==> config.mk <==
export PLATFORM = sky130hd
export DESIGN_NAME = uart_rx_8n1
export DESIGN_NICKNAME = d
export VERILOG_FILES = /design/src/rtl/uart_pkg.sv /design/src/rtl/uart_baud_tick.sv /design/src/rtl/uart_rx_8n1.sv
export SDC_FILE = /design/constraint.sdc
export NUM_CORES = 1
export LEC_CHECK = 0
export BUFFER_PORTS_ARGS = -buffer_cell sky130_fd_sc_hd__buf_2
export CORE_UTILIZATION = 57
export CTS_CLUSTER_SIZE = 8
export DETAILED_ROUTE_END_ITERATION = 12
export HOLD_SLACK_MARGIN = 0.08
export PLACE_DENSITY_LB_ADDON = 0.15
export SLEW_MARGIN = 20
export SYNTH_ARGS = -nofsm -noshare
export SYNTH_HDL_FRONTEND = slang
export SYNTH_SLANG_ARGS = --single-unit
==> constraint.sdc <==
create_clock -name clk -period 2.03 [get_ports clk]
set_clock_uncertainty 0.1 [all_clocks]
set_input_delay 0.1015 -clock clk [delete_from_list [all_inputs] [get_ports clk]]
set_output_delay 0.1015 -clock clk [all_outputs]
set_load 0.005 [all_outputs]
==> src/rtl/uart_pkg.sv <==
// Shared UART definitions: FSM states, frame width, divisor and vote helpers.
// Latency: n/a (types and pure functions only).
// Backpressure: n/a.
package uart_pkg;

  typedef enum logic [1:0] {
    IDLE,
    START,
    DATA,
    STOP
  } state_t;

  localparam int DATA_BITS = 8;

  // Rounded clk cycles per oversample tick. The transmitter uses ovs=1.
  function automatic int calc_div(input int clk_hz, input int baud, input int ovs);
    return (clk_hz + (baud * ovs) / 2) / (baud * ovs);
  endfunction

  // 2-of-3 majority vote.
  function automatic logic maj3(input logic a, input logic b, input logic c);
    return (a & b) | (a & c) | (b & c);
  endfunction

endpackage

==> src/rtl/uart_baud_tick.sv <==
// Oversample tick generator: one-cycle tick every DIV clk, restartable.
// Latency: first tick DIV clk after restart; tick is decoded from the counter.
// Backpressure: none; free-running.
// Ports: clk, rst (sync, active-high), restart (zero the phase), tick (out).
module uart_baud_tick #(
  parameter int DIV = 78
) (
  input  logic clk,
  input  logic rst,
  input  logic restart,
  output logic tick
);

  localparam int CW = (DIV > 1) ? $clog2(DIV) : 1;
  localparam logic [CW-1:0] LAST = CW'(DIV - 1);

  logic [CW-1:0] cnt;

  always_ff @(posedge clk) begin
    if (rst || restart) begin
      cnt <= '0;
    end else if (cnt == LAST) begin
      cnt <= '0;
    end else begin
      cnt <= cnt + 1'b1;
    end
  end

  assign tick = (cnt == LAST);

endmodule

==> src/rtl/uart_rx_8n1.sv <==
// UART 8N1 receiver with 3-sample majority vote and a valid/ack holding register.
// Latency: rx_valid rises about 2 + (9*OVS + OVS/2 + 2)*DIV clk after the start edge.
// Backpressure: none on the line; an unacked byte is overwritten and flags overrun.
// Ports: clk, rst (sync, active-high), rx (async line), rxbyte/rx_valid/rx_ack
//        (byte handshake), overrun (sticky), frame_err (pulse), busy.
module uart_rx_8n1
  import uart_pkg::*;
#(
  parameter int CLK_FREQ_HZ = 12000000,
  parameter int BAUD        = 9600,
  parameter int OVS         = 16,
  parameter int DIV         = calc_div(CLK_FREQ_HZ, BAUD, OVS)
) (
  input  logic       clk,
  input  logic       rst,
  input  logic       rx,
  output logic [7:0] rxbyte,
  output logic       rx_valid,
  input  logic       rx_ack,
  output logic       overrun,
  output logic       frame_err,
  output logic       busy
);

  localparam int SW = $clog2(OVS);
  localparam int BW = $clog2(DATA_BITS);
  localparam logic [SW-1:0] S_V0   = SW'(OVS / 2 - 1);
  localparam logic [SW-1:0] S_V1   = SW'(OVS / 2);
  localparam logic [SW-1:0] S_V2   = SW'(OVS / 2 + 1);
  localparam logic [SW-1:0] S_LAST = SW'(OVS - 1);
  localparam logic [BW-1:0] B_LAST = BW'(DATA_BITS - 1);

  logic          rx_m, rx_s;
  state_t        state;
  logic [SW-1:0] scnt;
  logic [BW-1:0] bidx;
  logic [7:0]    shreg;
  logic          smp0, smp1;
  logic          tick, restart, vote, at_vote, at_end;

  // Synchroniser resets high so a low line at reset release is not a start bit.
  always_ff @(posedge clk) begin
    if (rst) begin
      rx_m <= 1'b1;
      rx_s <= 1'b1;
    end else begin
      rx_m <= rx;
      rx_s <= rx_m;
    end
  end

  // Realign the tick phase to the start edge.
  assign restart = (state == IDLE) && !rx_s;

  uart_baud_tick #(.DIV(DIV)) u_tick (
    .clk     (clk),
    .rst     (rst),
    .restart (restart),
    .tick    (tick)
  );

  // The third sample is the live rx_s at the vote point.
  assign vote    = maj3(smp0, smp1, rx_s);
  assign at_vote = tick && (scnt == S_V2);
  assign at_end  = tick && (scnt == S_LAST);

  always_ff @(posedge clk) begin
    if (rst) begin
      state     <= IDLE;
      scnt      <= '0;
      bidx      <= '0;
      shreg     <= '0;
      smp0      <= 1'b0;
      smp1      <= 1'b0;
      rxbyte    <= '0;
      rx_valid  <= 1'b0;
      overrun   <= 1'b0;
      frame_err <= 1'b0;
      busy      <= 1'b0;
    end else begin
      frame_err <= 1'b0;

      // A capture further down overrides this clear on the same edge.
      if (rx_ack && rx_valid) rx_valid <= 1'b0;

      if (tick && scnt == S_V0) smp0 <= rx_s;
      if (tick && scnt == S_V1) smp1 <= rx_s;

      if (tick && state != IDLE) scnt <= (scnt == S_LAST) ? '0 : scnt + 1'b1;

      case (state)
        IDLE: begin
          if (!rx_s) begin
            state <= START;
            scnt  <= '0;
            busy  <= 1'b1;
          end
        end
        START: begin
          if (at_vote && vote) begin
            state <= IDLE;      // glitch, not a start bit
            busy  <= 1'b0;
          end else if (at_end) begin
            state <= DATA;
            bidx  <= '0;
          end
        end
        DATA: begin
          if (at_vote) shreg <= {vote, shreg[7:1]};
          if (at_end) begin
            if (bidx == B_LAST) state <= STOP;
            else bidx <= bidx + 1'b1;
          end
        end
        STOP: begin
          // Leave at the vote point so a back-to-back start edge is not missed.
          if (at_vote) begin
            if (vote) begin
              rxbyte   <= shreg;
              rx_valid <= 1'b1;
              if (rx_valid) overrun <= 1'b1;
            end else begin
              frame_err <= 1'b1;
            end
            state <= IDLE;
            busy  <= 1'b0;
          end
        end
        default: begin
          state <= IDLE;
          busy  <= 1'b0;
        end
      endcase
    end
  end

endmodule

### After elaboration in Yosys (flattened, before gate mapping)

Cells that the tools add are included.

| word-level totals | value |
|---|---|
| input port bits | 4 |
| logic and storage cells | 89 |
| flip-flop bits (word level) | 40 |

| operators by class | value |
|---|---|
| multiplexer cells | 25 |
| add/subtract/negate cells | 3 |
| bitwise operators | 7 |
| reduce and logical (&&, ||, !) cells | 22 |
| equality and inequality tests | 18 |

Operators by type and width:

| operator | count |
|---|---|
| $mux 4 | 4 |
| $ne 2x2->1 const B | 8 |
| $eq 4x4->1 const B | 3 |
| $mux 2 | 6 |
| $mux 3 | 4 |
| $reduce_and 5->1 | 2 |
| $logic_and 1x1->1 | 8 |
| $mux 1 | 8 |
| $pmux 2 s4 | 1 |
| $reduce_and 4->1 | 2 |
| $add 7x1->7 const B | 1 |
| $eq 7x7->1 const B | 1 |
| $pmux 3 s2 | 1 |
| $add 4x1->4 const B | 1 |
| $eq 2x2->1 const B | 2 |
| $eq 4x3->1 const B | 1 |
| $reduce_bool 2->1 | 2 |
| $add 3x1->3 const B | 1 |
| $and 1x1->1 | 3 |
| $eq 3x3->1 const B | 1 |
| $ne 3x3->1 const B | 1 |
| $pmux 1 s3 | 1 |
| $reduce_and 3->1 | 1 |
| $reduce_bool 3->1 | 1 |
| other kinds (9) | 11 |

### Depth between registers and ports, before layout

| logic depth | value |
|---|---|
| depth in word-level cells | 6 |
| mapped depth | 7 |

### Modules after synthesis

From an unflattened synthesis, not the netlist that was laid out.

| second synthesis, totals | value |
|---|---|
| cell total of the unflattened synthesis | 208 |
| area, all modules | 1830.5 sq um |

Modules (own cells, without submodules):

| module | instances | sequential area each (sq um) | cells each | area an instance (sq um) |
|---|---|---|---|---|
| uart_rx_8n1 | 1 | 660.6 | 174 | 1529.0 |
| uart_baud_tick | 1 | 140.1 | 34 | 301.5 |

### Worst setup path after synthesis

Ideal clock, no wire load.

| timing path | value |
|---|---|
| kind | register to register |
| start | reg u_tick.cnt[0] |
| end | reg rxbyte[0] |
| data required time | 1.858 ns |
| period minus slack after synthesis | 1.881 ns |
| arrival | 1.709 ns |
| setup slack | 0.149 ns |
| library setup time | 0.072 ns |
| cell stages (with the launch flop) | 7 |
| path through | dfxtp_1 > ha_1 > nand4bb_4 > or4_4 > buf_6 > nor2_8 > mux2i_1 |

| on the way | value |
|---|---|
| longest elaborated chain between the ends | 3 |

Ends and longest elaborated chain:

| item | line | RTL |
|---|---|---|
| start: declaration | uart_baud_tick.sv:17 | `logic [CW-1:0] cnt;` |
| start signal: assignment | uart_baud_tick.sv:25 | `cnt <= cnt + 1'b1;` |
| $eq 7x7->1 | uart_baud_tick.sv:29 | `assign tick = (cnt == LAST);` |
| $logic_and 1x1->1 | uart_rx_8n1.sv:64 | `assign at_vote = tick && (scnt == S_V2);` |
| $reduce_and 3->1 (no source line) | - |  |
| end signal: assignment | uart_rx_8n1.sv:119 | `rxbyte <= shreg;` |
| end: declaration | uart_rx_8n1.sv:17 | `output logic [7:0] rxbyte,` |

Every way passes these cells.
A chain may end at the register's enable or synchronous reset.

### Worst setup path after layout

| timing path | value |
|---|---|
| start | reg scnt[1] |
| end | reg rxbyte[3] |

| on the way | value |
|---|---|
| longest elaborated chain between the ends | 3 |

Ends and longest elaborated chain:

| item | line | RTL |
|---|---|---|
| start: declaration | uart_rx_8n1.sv:35 | `logic [SW-1:0] scnt;` |
| start signal: assignment | uart_rx_8n1.sv:89 | `if (tick && state != IDLE) scnt <= (scnt == S_LAST) ? '0 : scnt + 1'b1;` |
| $eq 4x4->1 | uart_rx_8n1.sv:64 |  |
| $logic_and 1x1->1 | uart_rx_8n1.sv:64 |  |
| $reduce_and 3->1 (no source line) | - |  |

Every way passes these cells.

==> metrics.txt <==
Core ar. 2850 µm²; CTS tree yes; Reg clk slew, reported paths 0.13 ns; overall routing resource usage 22.5%; RSZ-0062 raised after global routing false; Initial DRT Pass Iterations 8; P_leak 0.000802 µW; number of routed nets with antenna violations 0; worst r2r dst rxbyte[3]; post-synthesis cell area 1780 µm²; busiest grt layer met2; Setup CP Type reg -> reg; Yosys warnings 0; R2R Path Start scnt[1]; die area 3350 µm²; DRC viols 3; CP Capture Type register; Multi-input gate area 928 µm²; CP max FO 5; WL final 3450 µm; Fill cells 211; number of enable flip-flop cells after synthesis 0; H-tree depth 2; failing checks DRC; Yosys top cell area share 45.0%; top-count cell post-synth dfxtp_1; FMAX 0.518 GHz; reg2reg path depth 6; cell area power density 803 nW/µm²; GRT met3 Usage 8.04%; die height 57.9 µm; Starting Density 62.3%; GR Util met2 35.1%; Yosys cell types 42; met1 Usage GRT 28.5%; GPL Wtd Cong 0.891; IO buf count 15; global-route wire length before repair 5720 µm; Area Growth Syn to Fin 15.1%; largest net degree at the start of global routing 22; HPWL after DPL 2340 µm; share of layout cells above drive strength 1 19.4%; Startpoint Class register; Critical Path Sink rxbyte[3]; final count of hold timing violations 0; initial drt markers 59; status complete, but fails checks; fin util 71.8%; Seq/Total Area, Yosys 45.0%; crit path from scnt[1]; root buffer cell clkbuf_4; setup tns final 0 ns; CP Cell Sequence inv_1, ha_1, nand3b_1, or4_4, nor2_4, mux2i_1; Die Wd 57.9 µm; fin nets 216; Sequential Area 802 µm²; I/O pin count 16; syn_nets 194; asr flop ratio synth 0%; cell row count 19; CP arrival 2.13 ns; initial antenna violation count 0; CTS sink count 40; final setup violation count 0; syn_area_per_cell 9.72 µm²; Commonest cells post-synth 40 x dfxtp_1, 25 x nor2_1, 22 x nand2_1; clk_lat worst skew 0.36 ns; Num CTS Buffers 5; Slew @ Worst Pin 0.443 ns; WL/cell 14.6 µm; synth top area cells dfxtp_1 45%, mux2i_1 11%, nor2_1 5.3%; ANT cells 0; Worst slew margin 70.4%; reg2reg setup slack 0.10 ns; WP data required 2.23 ns; min-delay worst type reg -> reg; Overflow after GRT 0; Vias 1348; critical path's slowest cell or4_4; DR vias/cell 5.69; pins over their slew limit 0; Synth Instances 183; largest area contributor in the netlist dfxtp_1; slowest cell delay on critical path 0.54 ns; clk buf depth 2; fin crit share 95.0%; ys flop type dfxtp_1; VDD IR max 0.000622 V; post-synthesis register bit count 40; Tmin final 1.93 ns; vias in the first global route 1314; number of max-cap violations 0; Power Total 1640 µW
-- cell type report --
| type | count | area share, % |
|---|---|---|
| Clock buffer | 5 | 1.83 |
| Tap cell | 31 | 1.89 |
| Timing Repair Buffer | 21 | 6.23 |
| Multi-Input combinational cell | 131 | 45.4 |
| Clock inverter | 3 | 4.40 |
| Inverter | 6 | 1.10 |
| Sequential cell | 40 | 39.2 |
-- layout by cell type (no fill, tap or decap), types with 4 or more instances in the layout --
cell type and instances:
mux2i_1 20, nand2_1 22, inv_1 6, nor2_1 25, clkbuf_4 5, dfxtp_1 39, a21oi_1 4, buf_2 15
ha_1 7, xor2_1 4, or2_2 4
-- stage by stage --
stage / std cells / area (µm²) / hold slack, ns / setup WS (ns)
CTS: 236 / 2030 / 0.326 / 0.0561
global route: 237 / 2050 / 0.351 / 0.0168
finish: 237 / 2050 / 0.329 / 0.101
global placement: 225 / 1880 / 0.184 / 0.190
detailed placement: 225 / 1880 / 0.189 / 0.0898
floorplan: 183 / 1780 / 0.105 / 0.149
-- sequential cells by signal, summed over array words and instances, names as in the netlist, named ones only --
signal and cells:
frame_err 1, smp1 1, busy 1, rx_m 1, rxbyte 8, shreg 8, scnt 4, bidx 3
rx_valid 1, state 1, overrun 1, smp0 1, u_tick.cnt 7, rx_s 1
-- repair_timing --
action	CTS	global route
hold buffers	3	0
hold endpoints to repair	15	0
setup buffers	0	0
resized for setup	0	1
endpoints found under the setup margin	0	8
-- power by group --
group          switching (µW)  internal, µW  leakage [µW]  total [µW]
sequential               10.3           796      0.000324         806
combinational            33.4          23.6      0.000412        56.9
clock                     275           507     0.0000654         782
-- critical path: cells and delay by family (launching register included) --
kind	cells	cell delay, ns
flip-flops	1	0.36
multiplexers	1	0.21
AND/OR/NAND/NOR	3	0.92
adder cells (fa/ha/maj)	1	0.18
buffers and inverters	1	0.10
-- layer usage --
layer | up-vias | wire (µm)
met2 | 32 | 1590
met3 | 8 | 169
met4 | 0 | 57
met5 | - | 0
met1 | 631 | 1630
li1 | 677 | -
-- cell families (layout without fill, tap and decap cells) --
family / Yosys count / after routing / synth area share [%]
AOI/OAI and AO/OA: 16 / 16 / 6.48
xor gates and xnor gates: 6 / 6 / 2.96
adders and majority gates: 8 / 8 / 5.49
buffers and inverters: 13 / 35 / 3.38
DFF: 40 / 40 / 45.0
muxes: 20 / 20 / 11.3
and+or+nand+nor: 80 / 81 / 25.4
-- worst min-delay path by stage --
stage / startpoint / endpoint / slack, ns / cells past startpoint
after floorplan: rx / rx_m / 0.11 / 1
after global placement: rx / rx_m / 0.18 / 2
after detailed placement: rx / rx_m / 0.19 / 2
after CTS: rx_m / rx_s / 0.33 / 1
after global routing: rx / rx_m / 0.35 / 3
final: rx_m / rx_s / 0.33 / 1
(Power assumes the default switching activity.)
